===== config.mk =====
export PLATFORM = sky130hd
export DESIGN_NAME = pipe_stage_hs_flat
export DESIGN_NICKNAME = d
export VERILOG_FILES = /design/src/rtl/pipe_stage_hs_pkg.sv /design/src/rtl/pipe_stage_hs_if.sv /design/src/rtl/pipe_stage_hs_slot.sv /design/src/rtl/pipe_stage_hs.sv /design/src/flat_wrapper.sv
export SDC_FILE = /design/constraint.sdc
export NUM_CORES = 1
export LEC_CHECK = 0
export CAP_MARGIN = 40
export CORE_ASPECT_RATIO = 1.5
export CORE_MARGIN = 2
export CORE_UTILIZATION = 41
export DETAILED_ROUTE_END_ITERATION = 10
export MAX_ROUTING_LAYER = met4
export PLACE_DENSITY = 0.86
export SLEW_MARGIN = 20
export SYNTH_ARGS = -nofsm -noshare
export SYNTH_HDL_FRONTEND = slang
export SYNTH_SLANG_ARGS = --single-unit

===== constraint.sdc =====
create_clock -name clk -period 1.5 [get_ports clk]
set_input_delay 0.375 -clock clk [delete_from_list [all_inputs] [get_ports clk]]
set_output_delay 0.375 -clock clk [all_outputs]
set_load 0.05 [all_outputs]

===== src/rtl/pipe_stage_hs_pkg.sv =====
// pipe_stage_hs_pkg: shared sizes, control-field bit indices and the skid
// occupancy state type for pipe_stage_hs and its users.
package pipe_stage_hs_pkg;

  localparam int unsigned DSIZE = 32;
  localparam int unsigned ASIZE = 10;
  localparam int unsigned ISIZE = 32;

  localparam int unsigned CTRL_WEN   = 0;
  localparam int unsigned CTRL_MEMRD = 1;
  localparam int unsigned CTRL_MEMWR = 2;
  localparam int unsigned CTRL_M2R   = 3;
  localparam int unsigned CTRL_JAL   = 4;

  localparam int unsigned PIPE_DATA_W = DSIZE + ASIZE + DSIZE + ISIZE;
  localparam int unsigned PIPE_CTRL_W = CTRL_JAL + 1;

  typedef enum logic [1:0] {
    ST_EMPTY = 2'd0,
    ST_ONE   = 2'd1,
    ST_FULL  = 2'd2
  } occ_state_t;

  function automatic logic [PIPE_CTRL_W-1:0] ctrl_pack(
    input logic wen,
    input logic memrd,
    input logic memwr,
    input logic m2r,
    input logic jal
  );
    logic [PIPE_CTRL_W-1:0] r;
    r             = '0;
    r[CTRL_WEN]   = wen;
    r[CTRL_MEMRD] = memrd;
    r[CTRL_MEMWR] = memwr;
    r[CTRL_M2R]   = m2r;
    r[CTRL_JAL]   = jal;
    return r;
  endfunction

endpackage


===== src/rtl/pipe_stage_hs_if.sv =====
// pipe_stage_hs_if: one valid/ready channel carrying a control field and a
// payload. master drives valid/ctrl/data, slave drives ready.
interface pipe_stage_hs_if
  import pipe_stage_hs_pkg::*;
#(
  parameter int unsigned DATA_W = PIPE_DATA_W,
  parameter int unsigned CTRL_W = PIPE_CTRL_W
);
  logic              valid;
  logic              ready;
  logic [CTRL_W-1:0] ctrl;
  logic [DATA_W-1:0] data;

  modport master (output valid, output ctrl, output data, input  ready);
  modport slave  (input  valid, input  ctrl, input  data, output ready);
endinterface


===== src/rtl/pipe_stage_hs_slot.sv =====
// pipe_slot: one pipeline entry (valid, ctrl, data).
//   clk, rst     : clock, synchronous active-high reset (clears everything)
//   flush        : invalidate and clear ctrl, payload held
//   load         : capture ld_ctrl/ld_data and mark valid
//   clear_valid  : entry consumed, drop valid
//   valid/ctrl/data : held entry
// Priority: rst > flush > load > clear_valid.
module pipe_slot
  import pipe_stage_hs_pkg::*;
#(
  parameter int unsigned DATA_W = PIPE_DATA_W,
  parameter int unsigned CTRL_W = PIPE_CTRL_W
) (
  input  logic              clk,
  input  logic              rst,
  input  logic              flush,
  input  logic              load,
  input  logic              clear_valid,
  input  logic [CTRL_W-1:0] ld_ctrl,
  input  logic [DATA_W-1:0] ld_data,
  output logic              valid,
  output logic [CTRL_W-1:0] ctrl,
  output logic [DATA_W-1:0] data
);

  always_ff @(posedge clk) begin
    if (rst) begin
      valid <= 1'b0;
      ctrl  <= '0;
      data  <= '0;
    end else if (flush) begin
      valid <= 1'b0;
      ctrl  <= '0;
    end else if (load) begin
      valid <= 1'b1;
      ctrl  <= ld_ctrl;
      data  <= ld_data;
    end else if (clear_valid) begin
      valid <= 1'b0;
    end
  end

endmodule


===== src/rtl/pipe_stage_hs.sv =====
// pipe_stage_hs: valid/ready pipeline stage register with stall and flush.
//   clk, rst   : clock, synchronous active-high reset (wins over flush)
//   flush      : kill all held entries; an input offered the same cycle is dropped
//   upstream   : slave channel (valid/ctrl/data in, ready out)
//   downstream : master channel (valid/ctrl/data out, ready in);
//                ctrl reads 0 whenever valid is low
//   occ        : number of held entries
// Build option PIPE_SKID_EN: two-slot skid buffer with registered
// upstream.ready (occ 0..2). Undefined: single slot, ready combinational.
module pipe_stage_hs
  import pipe_stage_hs_pkg::*;
#(
  parameter int unsigned DATA_W = PIPE_DATA_W,
  parameter int unsigned CTRL_W = PIPE_CTRL_W
) (
  input  logic            clk,
  input  logic            rst,
  input  logic            flush,
  pipe_stage_hs_if.slave  upstream,
  pipe_stage_hs_if.master downstream,
  output logic [1:0]      occ
);

  logic              in_ready;
  logic              accept;
  logic              pop;
  logic              main_valid;
  logic [CTRL_W-1:0] main_ctrl;
  logic [DATA_W-1:0] main_data;

  assign accept            = upstream.valid && in_ready;
  assign pop               = main_valid && downstream.ready;
  assign upstream.ready    = in_ready;
  assign downstream.valid  = main_valid;
  assign downstream.ctrl   = main_valid ? main_ctrl : '0;
  assign downstream.data   = main_data;

`ifdef PIPE_SKID_EN

  occ_state_t        state_q;
  occ_state_t        state_d;
  logic              main_load;
  logic              main_from_skid;
  logic              main_clr;
  logic              skid_load;
  logic              skid_clr;
  logic              skid_valid;
  logic [CTRL_W-1:0] skid_ctrl;
  logic [DATA_W-1:0] skid_data;

  // Only a flop drives ready, so out_ready never reaches in_ready combinationally.
  assign in_ready = !skid_valid;
  assign occ      = state_q;

  always_ff @(posedge clk) begin
    if (rst) begin
      state_q <= ST_EMPTY;
    end else begin
      state_q <= state_d;
    end
  end

  always_comb begin
    state_d = state_q;
    if (flush) begin
      state_d = ST_EMPTY;
    end else begin
      unique case (state_q)
        ST_EMPTY: if (accept)          state_d = ST_ONE;
        ST_ONE: begin
          if (accept && !pop)          state_d = ST_FULL;
          else if (pop && !accept)     state_d = ST_EMPTY;
        end
        ST_FULL:  if (pop)             state_d = ST_ONE;
        default:                       state_d = ST_EMPTY;
      endcase
    end
  end

  always_comb begin
    main_load      = 1'b0;
    main_from_skid = 1'b0;
    main_clr       = 1'b0;
    skid_load      = 1'b0;
    skid_clr       = 1'b0;
    unique case (state_q)
      ST_EMPTY: main_load = accept;
      ST_ONE: begin
        if (accept && !pop)  skid_load = 1'b1;
        else if (accept)     main_load = 1'b1;
        else if (pop)        main_clr  = 1'b1;
      end
      ST_FULL: begin
        if (pop) begin
          main_load      = 1'b1;
          main_from_skid = 1'b1;
          skid_clr       = 1'b1;
        end
      end
      default: ;
    endcase
  end

  pipe_slot #(.DATA_W(DATA_W), .CTRL_W(CTRL_W)) u_main (
    .clk         (clk),
    .rst         (rst),
    .flush       (flush),
    .load        (main_load),
    .clear_valid (main_clr),
    .ld_ctrl     (main_from_skid ? skid_ctrl : upstream.ctrl),
    .ld_data     (main_from_skid ? skid_data : upstream.data),
    .valid       (main_valid),
    .ctrl        (main_ctrl),
    .data        (main_data)
  );

  pipe_slot #(.DATA_W(DATA_W), .CTRL_W(CTRL_W)) u_skid (
    .clk         (clk),
    .rst         (rst),
    .flush       (flush),
    .load        (skid_load),
    .clear_valid (skid_clr),
    .ld_ctrl     (upstream.ctrl),
    .ld_data     (upstream.data),
    .valid       (skid_valid),
    .ctrl        (skid_ctrl),
    .data        (skid_data)
  );

`else

  assign in_ready = !main_valid || downstream.ready;
  assign occ      = {1'b0, main_valid};

  // load wins over clear_valid inside the slot: accept+pop replaces the entry.
  pipe_slot #(.DATA_W(DATA_W), .CTRL_W(CTRL_W)) u_main (
    .clk         (clk),
    .rst         (rst),
    .flush       (flush),
    .load        (accept),
    .clear_valid (pop),
    .ld_ctrl     (upstream.ctrl),
    .ld_data     (upstream.data),
    .valid       (main_valid),
    .ctrl        (main_ctrl),
    .data        (main_data)
  );

`endif

endmodule


===== src/flat_wrapper.sv =====
// flat-port wrapper written by rule: the top's interface ports become plain ports
module pipe_stage_hs_flat import pipe_stage_hs_pkg::*;
#(
  parameter int unsigned DATA_W = PIPE_DATA_W,
  parameter int unsigned CTRL_W = PIPE_CTRL_W
)
  (clk, rst, flush, occ, upstream_valid, upstream_ctrl, upstream_data, upstream_ready, downstream_valid, downstream_ctrl, downstream_data, downstream_ready);
  pipe_stage_hs_if #(.DATA_W(DATA_W), .CTRL_W(CTRL_W)) upstream_i ();
  pipe_stage_hs_if #(.DATA_W(DATA_W), .CTRL_W(CTRL_W)) downstream_i ();
  input  logic clk;
  input  logic rst;
  input  logic flush;
  output logic [1:0] occ;
  input wire logic [$bits(upstream_i.valid)-1:0] upstream_valid;
  input wire logic [$bits(upstream_i.ctrl)-1:0] upstream_ctrl;
  input wire logic [$bits(upstream_i.data)-1:0] upstream_data;
  output wire logic [$bits(upstream_i.ready)-1:0] upstream_ready;
  output wire logic [$bits(downstream_i.valid)-1:0] downstream_valid;
  output wire logic [$bits(downstream_i.ctrl)-1:0] downstream_ctrl;
  output wire logic [$bits(downstream_i.data)-1:0] downstream_data;
  input wire logic [$bits(downstream_i.ready)-1:0] downstream_ready;
  assign upstream_i.valid = upstream_valid;
  assign upstream_i.ctrl = upstream_ctrl;
  assign upstream_i.data = upstream_data;
  assign upstream_ready = upstream_i.ready;
  assign downstream_valid = downstream_i.valid;
  assign downstream_ctrl = downstream_i.ctrl;
  assign downstream_data = downstream_i.data;
  assign downstream_i.ready = downstream_ready;
  pipe_stage_hs #(.DATA_W(DATA_W), .CTRL_W(CTRL_W)) u_core (.clk(clk), .rst(rst), .flush(flush), .upstream(upstream_i), .downstream(downstream_i), .occ(occ));
endmodule

---- Yosys cells after proc, flatten, opt, wreduce, memory -nomap -nowiden ----
Cells that the tools add are included.
Widths: inputs -> output; s select.
word-level totals
  output and inout port bits .............. 115
  logic and storage cells ................. 14
  register bits ........................... 112
cells by class
  muxes and demuxes ....................... 3
  bitwise operators ....................... 1
  reduce and logical (&&, ||, !) cells .... 7
operators by type and width
  kind               count
  $mux 5             1
  $logic_and 1x1->1  2
  $mux 1             2
  $reduce_and 2->1   1
  $reduce_bool 2->1  1
  $reduce_or 2->1    1
  $logic_not 1->1    1
  $logic_or 1x1->1   1
  $not 1->1          1

---- Depth between registers and ports, before layout ----
Gate-level depths: netlist of the first run.
  depth after elaboration ................. 4
  depth in mapped cells ................... 6
  gate-level depth less buffers ........... 4

---- Cells and area by module ----
From an unflattened synthesis of the first run, not the netlist that was laid out.
unflattened totals
  cell total of the unflattened synthesis .. 515
  area, all modules ....................... 5,137.4 um^2
modules (own cells, without submodules)
  module         seq. area each (um^2)  times used  area an instance (um^2)  cells each
  pipe_slot      2,242.2                1           5,058.6                  504
  pipe_stage_hs  0.0                    1           78.8                     11

---- Worst setup path after synthesis of the first run ----
No wires, ideal clock.
  path type ............................... reg2reg
  from .................................... register u_core.u_main.valid
  to ...................................... register u_core.u_main.ctrl[0]
  cell stages (with the launch flop) ...... 7
  setup slack ............................. -403 ps
  setup time .............................. 72 ps
  period minus slack after synthesis ...... 1,903 ps
  data required time ...................... 1,428 ps
  data arrival time ....................... 1,831 ps
  cell sequence ........................... dfxtp_1 > nor2b_4 > buf_6 > clkbuf_2 > inv_1 > nand2_2 > mux2i_1
on the way
  cells in the longest elaborated chain, start to end .. 3
ends and longest elaborated chain
  what                      line                      text
  from (decl)               pipe_stage_hs_slot.sv:21  output logic valid,
  from (signal assigned)    pipe_stage_hs_slot.sv:28  valid <= 1'b0;
  from (signal assigned)    pipe_stage_hs_slot.sv:32  valid <= 1'b0;
  from (signal assigned)    pipe_stage_hs_slot.sv:35  valid <= 1'b1;
  $logic_not 1->1           pipe_stage_hs.sv:132      assign in_ready = !main_valid || downstream.ready;
  $logic_or 1x1->1          pipe_stage_hs.sv:132
  named net upstream_ready  flat_wrapper.sv:17        output wire logic [$bits(upstream_i.ready)-1:0] upstream_ready;
  $logic_and 1x1->1         pipe_stage_hs.sv:31       assign accept = upstream.valid && in_ready;
  to (signal assigned)      pipe_stage_hs_slot.sv:36  ctrl <= ld_ctrl;
  to (decl)                 pipe_stage_hs_slot.sv:22  output logic [CTRL_W-1:0] ctrl,
The timed path passes the listed nets, and every way through them passes these cells.
A chain may end at the register's enable or synchronous reset.

---- Worst setup path after layout of the first run ----
  from .................................... register u_core.u_main.valid
  to ...................................... output port upstream_ready
on the way
  cells in the longest elaborated chain, start to end .. 2
ends and longest elaborated chain
  what              line
  $logic_not 1->1   pipe_stage_hs.sv:132
  $logic_or 1x1->1  pipe_stage_hs.sv:132
  to (decl)         flat_wrapper.sv:17
Every way passes these cells.

==> summary.md, run 1 <==
| Metric | Value |
|---|---|
| Ratio of routed vias to standard cells | approximately 5.5 |
| Post-Synth Simple-Gate Area | 0.217 |
| CTS tree | yes |
| Post-Syn Instances | 519 |
| DRT Wirelength | 17700 um |
| Result of the run | complete, but fails checks |
| H-tree level count | 3 |
| Required @ worst endpoint | between 1 and 1.5 ns |
| Largest delay share family, worst path | buffers and inverters |
| Clock-pin slew of the registers on the worst-case setup and hold paths | roughly 0.07 ns |
| Post-route setup slack | -0.124 ns |
| Number of I/O pins | ~230 |
| # port buffers | 229 |
| Average cell area after synthesis | 9.15 um^2 |
| Placed Cells | just under 900 |
| Setup slack after placement | -0.432 ns |
| Parity-gate share of the synthesized area counting xor and xnor cells | 0 |
| Clock tree buffer depth | 2 |
| Final hold slack | 0.268 ns |
| CTS Sinks | around 110 |
| Routed wire length per instance | roughly 20 um |
| Highest Clock Rate | approximately 0.62 GHz |
| Nature of the critical path startpoint | register |
| Worst clock skew | 0.0143 ns |
| Total Power Consumption | ~0.0077 W |
| Total Nets Final | about 870 |
| Max FO, Critical Path | 2 |
| Area added between synthesis and finish | 96.4% |
| Power density of the placed cells | around 830 nW/um^2 |
| Total via count after detailed routing | approximately 5000 |
| Worst path max stage delay | between 0.3 and 0.4 ns |
| Slowest cell on the critical path | sky130_fd_sc_hd__dfxtp_4 |
| Flip-flop and latch count after synthesis | approximately 110 |
| Sequential-to-total area share from yosys stat | 0.472 |
| Min Tclk post-route | approximately 1.6 ns |
| Largest net degree at the start of global routing | 67 |
| Placed wire-length estimate after detailed placement | ~11000 um |
| Leakage | 3.44 nW |
| Most common cell after layout, fill and taps aside | sky130_fd_sc_hd__buf_12 |
| Initial cell density of the core | 0.416 |
| Clk Tree Root Cell | sky130_fd_sc_hd__clkbuf_16 |
| Core Rows | 48 |
| Sum Neg Setup Slack | -0.855 ns |
| Leading cell types in the layout, fill and taps excluded | sky130_fd_sc_hd__buf_12 (124), sky130_fd_sc_hd__clkdlybuf4s50_1 (111), sky130_fd_sc_hd__dfxtp_1 (111) |
| Fin. max-slew vios | 0 |
| Number of different library cells in the post-synthesis netlist | 22 |
| Number of DRC markers after the initial detailed-route iteration | about 200 |
| GRT Resource Usage Total | 0.256 |
| Violated checks | negative setup slack |
| Total congestion overflow | 0 |
| Max IR drop VDD | 0.520 mV |
| Cell area after synthesis | 4750 um^2 |
| Critical path capture point type | output pin |
| Final count of hold timing violations | 0 |
| Detailed-route DRC error count | 0 |
| Main combinational cell family by area after synthesis | compound AO/OA/AOI/OAI gates |
| RSZ-0062 raised after global routing | true |
| Hold bufs inserted after CTS | 0 |
| Final std cells w/o fill | just over 900 |
| First-pass iteration count of the detailed router | 4 |
| TritonCTS buffer count | 9 |
| Synth Net Count | roughly 640 |
| Worst path buffer plus inverter count | 3 |
| Fillers | 602 |
| Die W | 91.9 um |
| Classification of the worst-slack hold path | in2reg |
| Global-route wire length before repair | around 25000 um |
| Antenna viol nets, final | 0 |
| Vias in the first global route | between 4000 and 5000 |
| Proportion of synthesized area in mux cells | 0.0105 |
| Die area | around 12000 um^2 |
| Core outline area | between 10000 and 15000 um^2 |
| Total of warnings raised by yosys | 0 |
| Portion of the clock cycle consumed by the worst path in the final layout | 1.08 |
| Endpoints failing setup | 32 |
| Adder-Cell Fraction of Synth Area | 0 |
| Worst setup path category | reg2out |
| Worst-Skew Late Latency | 0.35 ns |
| Reported max-cap violation count | 0 |
| CP Cell Sequence | nor2b_4 -> buf_12 -> clkinvlp_4 -> buf_8 |
| Data arrival at the endpoint of the critical path | roughly 1.3 ns |
| RD Place Congestion | about 0.78 |
| Share of cells above drive strength 1 | 0.353 |
| Compound-cell area share of the yosys netlist | 0.225 |
| Y dimension of the die | around 140 um |
| Antenna violations before repair | 2 |
[through the flow]
stage          cell area (um^2)   util
3_5_place_dp               8390  0.736
3_3_place_gp               8390  0.736
4_1_cts                    8940  0.784
2_1_floorplan              4770      -
6_report                   9330  0.817
5_1_grt                    9330  0.817
[metal layers]
| layer | part of all wire | track usage | vias up |
|---|---|---|---|
| met5 | 0 | - | - |
| met1 | 0.35 | 0.261 | 2379 |
| li1 | - | - | 2319 |
| met3 | 0.057 | 0.0456 | 48 |
| met2 | 0.55 | 0.475 | 218 |
| met4 | 0.037 | 0.116 | 0 |
[state kept, by name (all words and copies together) (netlist names)]
register,count
u_core.u_main.ctrl,5
u_core.u_main.data,106
u_core.u_main.valid,1
[repair_timing]
item	CTS	global route
cloned	4	7
resized for setup	32	70
setup buffers	5	2
pin swaps	11	16
setup endpoints to repair	78	96
[worst paths after layout]
path,endpoint,slack [ns],from,cells past startpoint
setup reg to reg,u_core.u_main.data[44]$_SDFFE_PP0P_,-0.08,u_core.u_main.valid$_SDFFE_PP0P_,7
hold reg to reg,u_core.u_main.ctrl[2]$_SDFFE_PP0P_,0.49,u_core.u_main.ctrl[2]$_SDFFE_PP0P_,2
hold / removal,u_core.u_main.data[26]$_SDFFE_PP0P_,0.27,rst,2
setup / recovery,upstream_ready,-0.12,u_core.u_main.valid$_SDFFE_PP0P_,4
[cells by family after synthesis]
family | after synthesis
buffers and inverters | 63
and+or+nand+nor | 125
muxes | 5
other | 1
AOI/OAI and AO/OA | 213
DFF | 112
[Yosys cell counts]
cell type,n,share of area
sky130_fd_sc_hd__inv_1,1,0.00079
sky130_fd_sc_hd__or3b_2,6,0.011
sky130_fd_sc_hd__a21oi_1,106,0.11
sky130_fd_sc_hd__mux2i_1,5,0.011
sky130_fd_sc_hd__dfxtp_1,112,0.47
sky130_fd_sc_hd__nand2b_1,1,0.0013
sky130_fd_sc_hd__conb_1,1,0.00079
sky130_fd_sc_hd__buf_2,2,0.0021
sky130_fd_sc_hd__buf_8,2,0.0063
sky130_fd_sc_hd__buf_4,2,0.0032
sky130_fd_sc_hd__nand2_1,10,0.0079
sky130_fd_sc_hd__or3b_1,100,0.18
sky130_fd_sc_hd__o21ai_0,106,0.11
sky130_fd_sc_hd__nor2_1,1,0.00079
sky130_fd_sc_hd__nor2b_4,1,0.0029
sky130_fd_sc_hd__and2_2,3,0.0047
sky130_fd_sc_hd__clkbuf_1,44,0.035
sky130_fd_sc_hd__and2_1,2,0.0026
sky130_fd_sc_hd__nand2_2,1,0.0013
sky130_fd_sc_hd__buf_6,11,0.026
sky130_fd_sc_hd__o21a_1,1,0.0016
sky130_fd_sc_hd__clkbuf_2,1,0.0011
[where the power goes]
group          leakage, nW  switching [W]  internal, W
sequential           0.916       0.000142      0.00311
combinational         2.39       0.000937      0.00107
clock                0.139        0.00110      0.00135
[area by class of cell]
class,count,area [um^2],area share
Tap cell,150,188,0.0201
Antenna cell,2,5.00,0.000537
Clock buffer,12,246,0.0264
Clock inverter,4,53.8,0.00577
Multi-Input combinational cell,344,2420,0.259
Inverter,1,7.51,0.000805
Sequential cell,112,2250,0.241
Timing Repair Buffer,281,4160,0.446
No activity file was read; power rests on OpenSTA's default activity.
==> run 2, diff against run 1 <==
--- a/config.mk
+++ b/config.mk
@@ -10,6 +10,7 @@
 export CORE_MARGIN = 2
 export CORE_UTILIZATION = 41
 export DETAILED_ROUTE_END_ITERATION = 10
+export HOLD_SLACK_MARGIN = 0.08
 export MAX_ROUTING_LAYER = met4
 export PLACE_DENSITY = 0.86
 export SLEW_MARGIN = 20
==> results of run 2 <==
No change in the layout: final DEF, timing and power equal those of run 1.
==> run 3, diff against run 2 <==
--- a/config.mk
+++ b/config.mk
@@ -8,11 +8,11 @@
 export CAP_MARGIN = 40
 export CORE_ASPECT_RATIO = 1.5
 export CORE_MARGIN = 2
-export CORE_UTILIZATION = 41
+export CORE_UTILIZATION = 37
 export DETAILED_ROUTE_END_ITERATION = 10
 export HOLD_SLACK_MARGIN = 0.08
 export MAX_ROUTING_LAYER = met4
-export PLACE_DENSITY = 0.86
+export PLACE_DENSITY = 0.82
 export SLEW_MARGIN = 20
 export SYNTH_ARGS = -nofsm -noshare
 export SYNTH_HDL_FRONTEND = slang
==> constraint.sdc (replaced) <==
create_clock -name clk -period 1.3 [get_ports clk]
set_input_delay 0.325 -clock clk [delete_from_list [all_inputs] [get_ports clk]]
set_output_delay 0.325 -clock clk [all_outputs]
set_load 0.05 [all_outputs]
==> summary.md, run 3 (synthesis gave the netlist of run 1 again) <==
| Metric | Value |
|---|---|
| Core outline area | 12500 um^2 (+9.6%) |
| Top flop regs | u_core.u_main.data (106), u_core.u_main.ctrl (5), u_core.u_main.valid (1) |
| Die W | 96.5 um (+5.0%) |
| Most common cell after layout, fill and taps aside | sky130_fd_sc_hd__buf_12 |
| Y dimension of the die | 143 um (+5.1%) |
| Classification of the worst-slack hold path | reg2reg |
| Antenna viol nets, final | 0 (unchanged) |
| Instance area after placement | 8340 um^2 (-0.63%) |
| Result of the run | complete, but fails checks |
| Power density of the placed cells | 965 nW/um^2 (+17%) |
| Max IR drop VDD | 0.712 mV (+37%) |
| Area added between synthesis and finish | 88.0% |
| Net switching power | 0.00243 W (+11%) |
| Finished layout cell area | 8920 um^2 (-4.3%) |
| Data arrival at the endpoint of the critical path | 1.18 ns (-0.07 ns) |
| Ratio of routed vias to standard cells | 5.34 (-2.6%) |
| Detailed-route DRC error count | 0 (unchanged) |
| Global-route track usage on met3 | 0.0565 (+0.0108) |
| Global-route met2 utilization | 0.394 (-0.0811) |
| Net Sw Frac | 0.282 (-0.00121) |
| Number of DRC markers after the initial detailed-route iteration | 121 (-38%) |
| RD Place Congestion | 0.756 (-3.0%) |
| Sum Neg Setup Slack | -14.18 ns (-13.32 ns) |
| Leakage | 3.31 nW (-3.7%) |
| Vias in the first global route | 4832 (-2.4%) |
| Critical path capture point type | output pin |
| Nature of the critical path startpoint | register |
| Antenna fix cells | 0 (-2) |
| Core Rows | 50 (+4.2%) |
| Cell-internal power | 0.00618 W (+12%) |
| Number of I/O pins | 231 (unchanged) |
| Worst-Skew Late Latency | 0.34 ns (about the same) |
| H-tree level count | 3 (unchanged) |
| Total Power Consumption | 0.00861 W (+12%) |
| DRT Wirelength | 15400 um (-13%) |
| Required @ worst endpoint | 0.98 ns (-0.14 ns) |
| Number of flip-flops in the largest register | 106 (unchanged) |
| CTS Sinks | 112 (unchanged) |
| CTS tree | yes |
| Violated checks | negative setup slack |
| Leading cell types in the layout, fill and taps excluded | sky130_fd_sc_hd__buf_12 (119), sky130_fd_sc_hd__clkdlybuf4s50_1 (111), sky130_fd_sc_hd__dfxtp_1 (111) |
| Antenna violations before repair | 0 (-2) |
| Portion of the clock cycle consumed by the worst path in the final layout | 1.16 |
| Met1 usage | 0.243 (-0.0180) |
| Fillers | 865 (+44%) |
| Clock-pin slew of the registers on the worst-case setup and hold paths | 0.07 ns (about the same) |
| Min Tclk post-route | around 1.5 ns |
| Post-layout utilization of the core | 0.713 (-0.104) |
| TritonCTS buffer count | 9 (unchanged) |
| Largest net degree at the start of global routing | 75 (+12%) |
| Final count of hold timing violations | 0 (unchanged) |
| RSZ-0062 raised after global routing | true |
| Routed wire length per instance | 17.2 um (-12%) |
| Worst setup path category | reg2out |
| Fin. max-slew vios | 0 (unchanged) |
| # port buffers | 229 (unchanged) |
| Placed wire-length estimate after detailed placement | 10800 um (-4.5%) |
| Total congestion overflow | 0 (unchanged) |
| First-pass iteration count of the detailed router | 4 (unchanged) |
| Total via count after detailed routing | 4773 (-3.8%) |
| Clock tree buffer depth | 2 (unchanged) |
| GRT Resource Usage Total | 0.225 (-0.0311) |
| Flop pwr share | 0.435 (+0.013) |
| Top register by number of flip-flops | u_core.u_main.data |
| Reported max-cap violation count | 0 (unchanged) |
| Clk network pwr share | 0.309 (-0.009) |
| Initial cell density of the core | 0.380 (-0.0366) |
| Worst clock skew | 0.00844 ns (-0.00590 ns) |
| Total Nets Final | 849 (-1.8%) |
| Max FO, Critical Path | 2 (unchanged) |
| Clk Tree Root Cell | sky130_fd_sc_hd__clkbuf_16 |
| Global-route wire length before repair | 23600 um (-3.7%) |
| Combinational cell fraction of total power | 0.256 (-0.005) |
| Die area | 13800 um^2 (+10%) |
| Post-route setup slack | -0.207 ns (-0.0831 ns) |
| Hold bufs inserted after CTS | 0 (unchanged) |
| Share of cells above drive strength 1 | 0.285 (-0.0682) |
| Highest-utilization routing layer at the global route stage | met2 |
| Highest Clock Rate | 0.663 GHz |
| Endpoints failing setup | 113 (+250%) |
[run 3: final cells by class]
type	instances	area (um^2)	share of cell area
clock buffer	11	253	0.0283
clock inverter	5	40.0	0.00449
inverter	1	7.51	0.000841
multi-input combinational	345	2290	0.257
sequential	112	2250	0.252
tap	156	195	0.0219
timing repair buffer	264	3890	0.436
[run 3: layer usage]
| layer | vias up | wire [um] |
|---|---|---|
| li1 | 2284 | - |
| met1 | 2262 | 5680 |
| met2 | 194 | 8120 |
| met3 | 33 | 1100 |
| met4 | 0 | 501 |
| met5 | - | 0 |
[run 3: path summary, 6_finish.rpt]
kind	start	endpoint	slack (ns)	cells past startpoint
min	u_core.u_main.ctrl[3]$_SDFFE_PP0P_	u_core.u_main.ctrl[3]$_SDFFE_PP0P_	0.47	2
max reg2reg	u_core.u_main.valid$_SDFFE_PP0P_	u_core.u_main.data[99]$_SDFFE_PP0P_	-0.20	5
min reg2reg	u_core.u_main.ctrl[3]$_SDFFE_PP0P_	u_core.u_main.ctrl[3]$_SDFFE_PP0P_	0.47	2
max	u_core.u_main.valid$_SDFFE_PP0P_	upstream_ready	-0.21	4
[run 3: worst max-delay path, stage by stage (launching register included)]
cell,delay (ns)
sky130_fd_sc_hd__dfxtp_4,0.35
sky130_fd_sc_hd__nor2b_4,0.15
sky130_fd_sc_hd__buf_6,0.10
sky130_fd_sc_hd__clkinvlp_4,0.08
sky130_fd_sc_hd__buf_8,0.16
[run 3: repair_timing]
item	in CTS	in global routing
gates cloned	5	0
gates resized for setup	23	33
pin swaps	14	4
endpoints found under the setup margin	119	119
buffers inserted	3	0
[run 3: power groups by stage]
stage,Combinational [W],Sequential (W),Clock [W]
after floorplan,0.000455,0.00427,0
after global placement,0.00205,0.00382,0
after detailed placement,0.00210,0.00383,0
after CTS,0.00217,0.00375,0.00274
after global routing,0.00230,0.00376,0.00287
final,0.00220,0.00375,0.00266
[run 3: through the flow]
stage                     hold slack, ns  instances  worst slack, ns
after detailed placement           0.455        870           -0.592
after CTS                          0.458        894           -0.215
after global routing               0.473        894           -0.257
after global placement             0.439        870           -0.516
after floorplan                    0.433        519           -0.263
final                              0.467        894           -0.207
==> RTL change 1 (flow settings as in run 1) <==
The option `PIPE_SKID_EN` is turned on by a define.
--- a/src/rtl/pipe_stage_hs.sv
+++ b/src/rtl/pipe_stage_hs.sv
@@ -8,4 +8,6 @@
 // Build option PIPE_SKID_EN: two-slot skid buffer with registered
 // upstream.ready (occ 0..2). Undefined: single slot, ready combinational.
+`define PIPE_SKID_EN
+
 module pipe_stage_hs
   import pipe_stage_hs_pkg::*;
Formal check against the unedited RTL: not equivalent (Yosys sat finds a counterexample within 4 cycles, from zero or initial values and one cycle with rst high).
==> RTL change 1 against run 1 <==
  * The flow still finishes with violations (setup timing)
  * Total power increased by 100%
  * Sequential cell count increased by 114
  * Cell area increased by 66%
  * Routed wire length increased by 82%
  * Setup slack got worse by 0.32 ns
  * Count of clock-buffer cells in the layout increased by 22
  * Area after synthesis increased by 89%
  * Register-to-register slack got worse by 0.37 ns
  * Sequential share of layout area increased by 5.2 points
==> RTL change 1: results (changes against run 1) <==
| Metric | Value |
|---|---|
| Wire length on met3 | 1.740 mm (+71%) |
| Final setup fails | 226 (+610%) |
| Sequential power share | 0.416 (-0.006) |
| Compound-Gate Fraction of Synth Area | 0.1681 (-0.05695) |
| End point of the critical path | u_core.u_main.data[6] |
| Global-route wire length before repair | 43.06 mm (+76%) |
| GRT met2 Usage | 0.4365 (-0.03858) |
| Slowest CP cell | or4b_4 |
| Seq group | 6.54 mW (+100%) |
| DRT iter0 DRCs | 456 (+130%) |
| Wire length per cell after detailed routing | 20.35 um (+3.9%) |
| Synth area leaders | dfxtp_1, mux2i_1, nand2_1 |
| Multiplexer share of the synthesized area | 0.1251 (+0.1145) |
| Met1 Use GR | 0.2409 (-0.01973) |
| Final instance count without filler cells | 1583 (+75%) |
| Postcts setup bufs | 19 (+14) |
| Worst r2r src | u_core.u_skid.valid |
| Vias/cell | 5.546 (+1.2%) |
| Total track usage | 0.2345 (-0.02184) |
| IO buf count | 230 (+0.44%) |
| Fraction of final layout cells sized beyond drive strength 1 | 0.3444 (-0.008435) |
| Flop-to-flop setup slack | -0.45 ns (-0.37 ns) |
| DP Worst Slack | -0.9203 ns (-0.4883 ns) |
| Netlist cell types | 28 (+27%) |
| First-pass DRT Iterations | 5 (+1) |
| Crit path arrival time | 2.33 ns (+1.08 ns) |
| CP delay by family, top | simple AND/OR/NAND/NOR gates |
| Final worst slack | -0.4488 ns (-0.3246 ns) |
| Worst-Skew Late Latency | 0.50 ns (+0.15 ns) |
| Violated checks | setup timing |
| Sw Ratio | 0.2757 (-0.007267) |
| Pleak | 6.472 nW (+88%) |
| Placed Area | 13090 um^2 (+56%) |
| M1 wire length | 11.58 mm (+86%) |
| Detail Placement HPWL | 18.42 mm (+63%) |
| Largest regs | u_core.u_main.data: 106 flops, u_core.u_skid.data: 106 flops |
| Sequential fraction of the synthesis area | 0.5048 (+0.03262) |
| # H-tree levels | 1 (-2) |
| Clock Skews | 0.007765 ns (-0.006577 ns) |
| Cts bufs inserted | 22 (+13) |
| Post-Synth XOR/XNOR Area | 0.0009772 (+0.0009772) |
| Syn_nets | 1122 (+77%) |
| Longest Clk Path Bufs | 3 (+1) |
| Synthesized area per cell | 8.909 um^2 (-2.6%) |
| Max VDD drop | 761.5 uV (+47%) |
| Status | finished, violations left |
| Wire length on met2 | 17.07 mm (+74%) |
| CP max FO | 9 (+7) |
| Worst Hold End | u_core.u_skid.data[27] |
-- RTL change 1: changes by cell type after synthesis, moves of 97 or more --
| cell | delta |
|---|---|
| nand2_1 | +209 |
| o21ai_0 | -99 |
| or3b_1 | -99 |
| nor2_1 | +108 |
| a211oi_1 | +97 |
| dfxtp_1 | +114 |
| mux2i_1 | +107 |
-- RTL change 1: worst reg2reg max path, stage by stage (launching register included) --
cell and delay [ns]:
dfxtp_2 0.32, or4b_4 0.56, o22ai_4 0.21, buf_8 0.22
buf_8 0.13, nor2_1 0.05, a211oi_1 0.33
-- RTL change 1: cell type report --
class | count | area (um^2)
fill | 1345 | 6076
timing repair buffer | 342 | 5044
multi-input combinational | 695 | 4783
sequential | 226 | 4537
clock buffer | 34 | 676.9
tap | 272 | 340.3
clock inverter | 3 | 67.56
antenna | 10 | 25.02
inverter | 1 | 3.754
==> RTL change 2 (flow settings as in run 1) <==
Without the edit above. Set the package constant `ISIZE` to 16 (it was 32).
--- a/src/rtl/pipe_stage_hs_pkg.sv
+++ b/src/rtl/pipe_stage_hs_pkg.sv
@@ -5,5 +5,5 @@
   localparam int unsigned DSIZE = 32;
   localparam int unsigned ASIZE = 10;
-  localparam int unsigned ISIZE = 32;
+  localparam int unsigned ISIZE = 16;
 
   localparam int unsigned CTRL_WEN   = 0;
Interface: changed (resized downstream_data and upstream_data); port bits go from 231 to 199. The function was not compared with the original's and may differ.
==> RTL change 2 against run 1 <==
  * Critical path depth shrank 1
  * Worst hold slack gained 0.20 ns
  * Global-route usage shrank 2.0 points
  * Count of clock-buffer cells in the layout grew 1
  * Cell area shrank 19%
  * Clock power shrank 7%
  * Maximum frequency grew 8.7%
  * Sequential cell count shrank 16
  * Total power shrank 14%
  * Area after synthesis shrank 14%
  * Largest cell class unchanged
  * Routed wire length shrank 29%
  * Critical path type unchanged
  * Setup slack gained 0.13 ns
  * First-iteration DRC count shrank 41%
==> RTL change 2: results (changes against run 1) <==
| Metric | Value |
|---|---|
| Status | finished clean |
| Wire length on met3 | 652 um (-36%) |
| Post-cts sizing count | 11 (-66%) |
| Critical Path Max Stage Delay | 0.34 ns (-0.02 ns) |
| DP Worst Slack | -0.4690 ns (-0.03698 ns) |
| M1 wire length | 4.572 mm (-27%) |
| Netlist cell types | 18 (-18%) |
| Flop-to-flop setup slack | 0.04 ns (+0.12 ns) |
| Final Hold Slack | 0.4710 ns (+0.2031 ns) |
| Min-delay src | u_core.u_main.ctrl[2] |
| Wire length on met2 | 6.774 mm (-31%) |
| CP max FO | 7 (+5) |
| Clock Skews | 0.004794 ns (-0.009548 ns) |
| Vias in the first global route | 4048 (-18%) |
| Synthesized area per cell | 9.137 um^2 (-0.13%) |
| Initial antenna violation count | 0 (-2) |
| Final instance count without filler cells | 747 (-18%) |
| Wire length per cell after detailed routing | 16.93 um (-14%) |
| Combinational share of power | 0.239 (-0.022) |
| Commonest cells post-synth | dfxtp_1, a21oi_1, o21ai_0, or3b_1, clkbuf_1 |
| Internal Power | 4.861 mW (-12%) |
| End point of the critical path | downstream_ctrl[1] |
| IO buf count | 197 (-14%) |
| Fraction of final layout cells sized beyond drive strength 1 | 0.2484 (-0.1044) |
| Final GP Congestion | 0.7884 (+1.1%) |
| Placed Area | 7103 um^2 (-15%) |
| Compound-Gate Fraction of Synth Area | 0.2229 (-0.002128) |
| Worst R2R End | u_core.u_main.data[39] |
| Tot Pwr | 6.645 mW (-14%) |
| Synth top area share | 0.4716 (-0.0006006) |
[RTL change 2: cell count changes after synthesis, moves of 2 or more]
cell | run 1 | this run
buf_2 | 2 | 4
and2_2 | 3 | 0
a21oi_1 | 106 | 90
and2_1 | 2 | 5
o21ai_0 | 106 | 90
clkbuf_1 | 44 | 36
or3b_1 | 100 | 90
dfxtp_1 | 112 | 96
or3b_2 | 6 | 0
buf_8 | 2 | 0
[RTL change 2: metal layers]
| layer | GRT usage | vias up |
|---|---|---|
| met5 | - | - |
| met1 | 0.2535 | 1889 |
| met3 | 0.04587 | 45 |
| li1 | - | 1953 |
| met4 | 0.1345 | 0 |
| met2 | 0.3994 | 163 |
[RTL change 2: area by class of cell]
cell class	instances	area (um^2)
Timing Repair Buffer	223	3309
Inverter	1	3.754
Clock inverter	2	10.01
Fill cell	610	2105
Multi-Input combinational cell	297	1901
Tap cell	115	143.9
Clock buffer	13	291.5
Sequential cell	96	1926
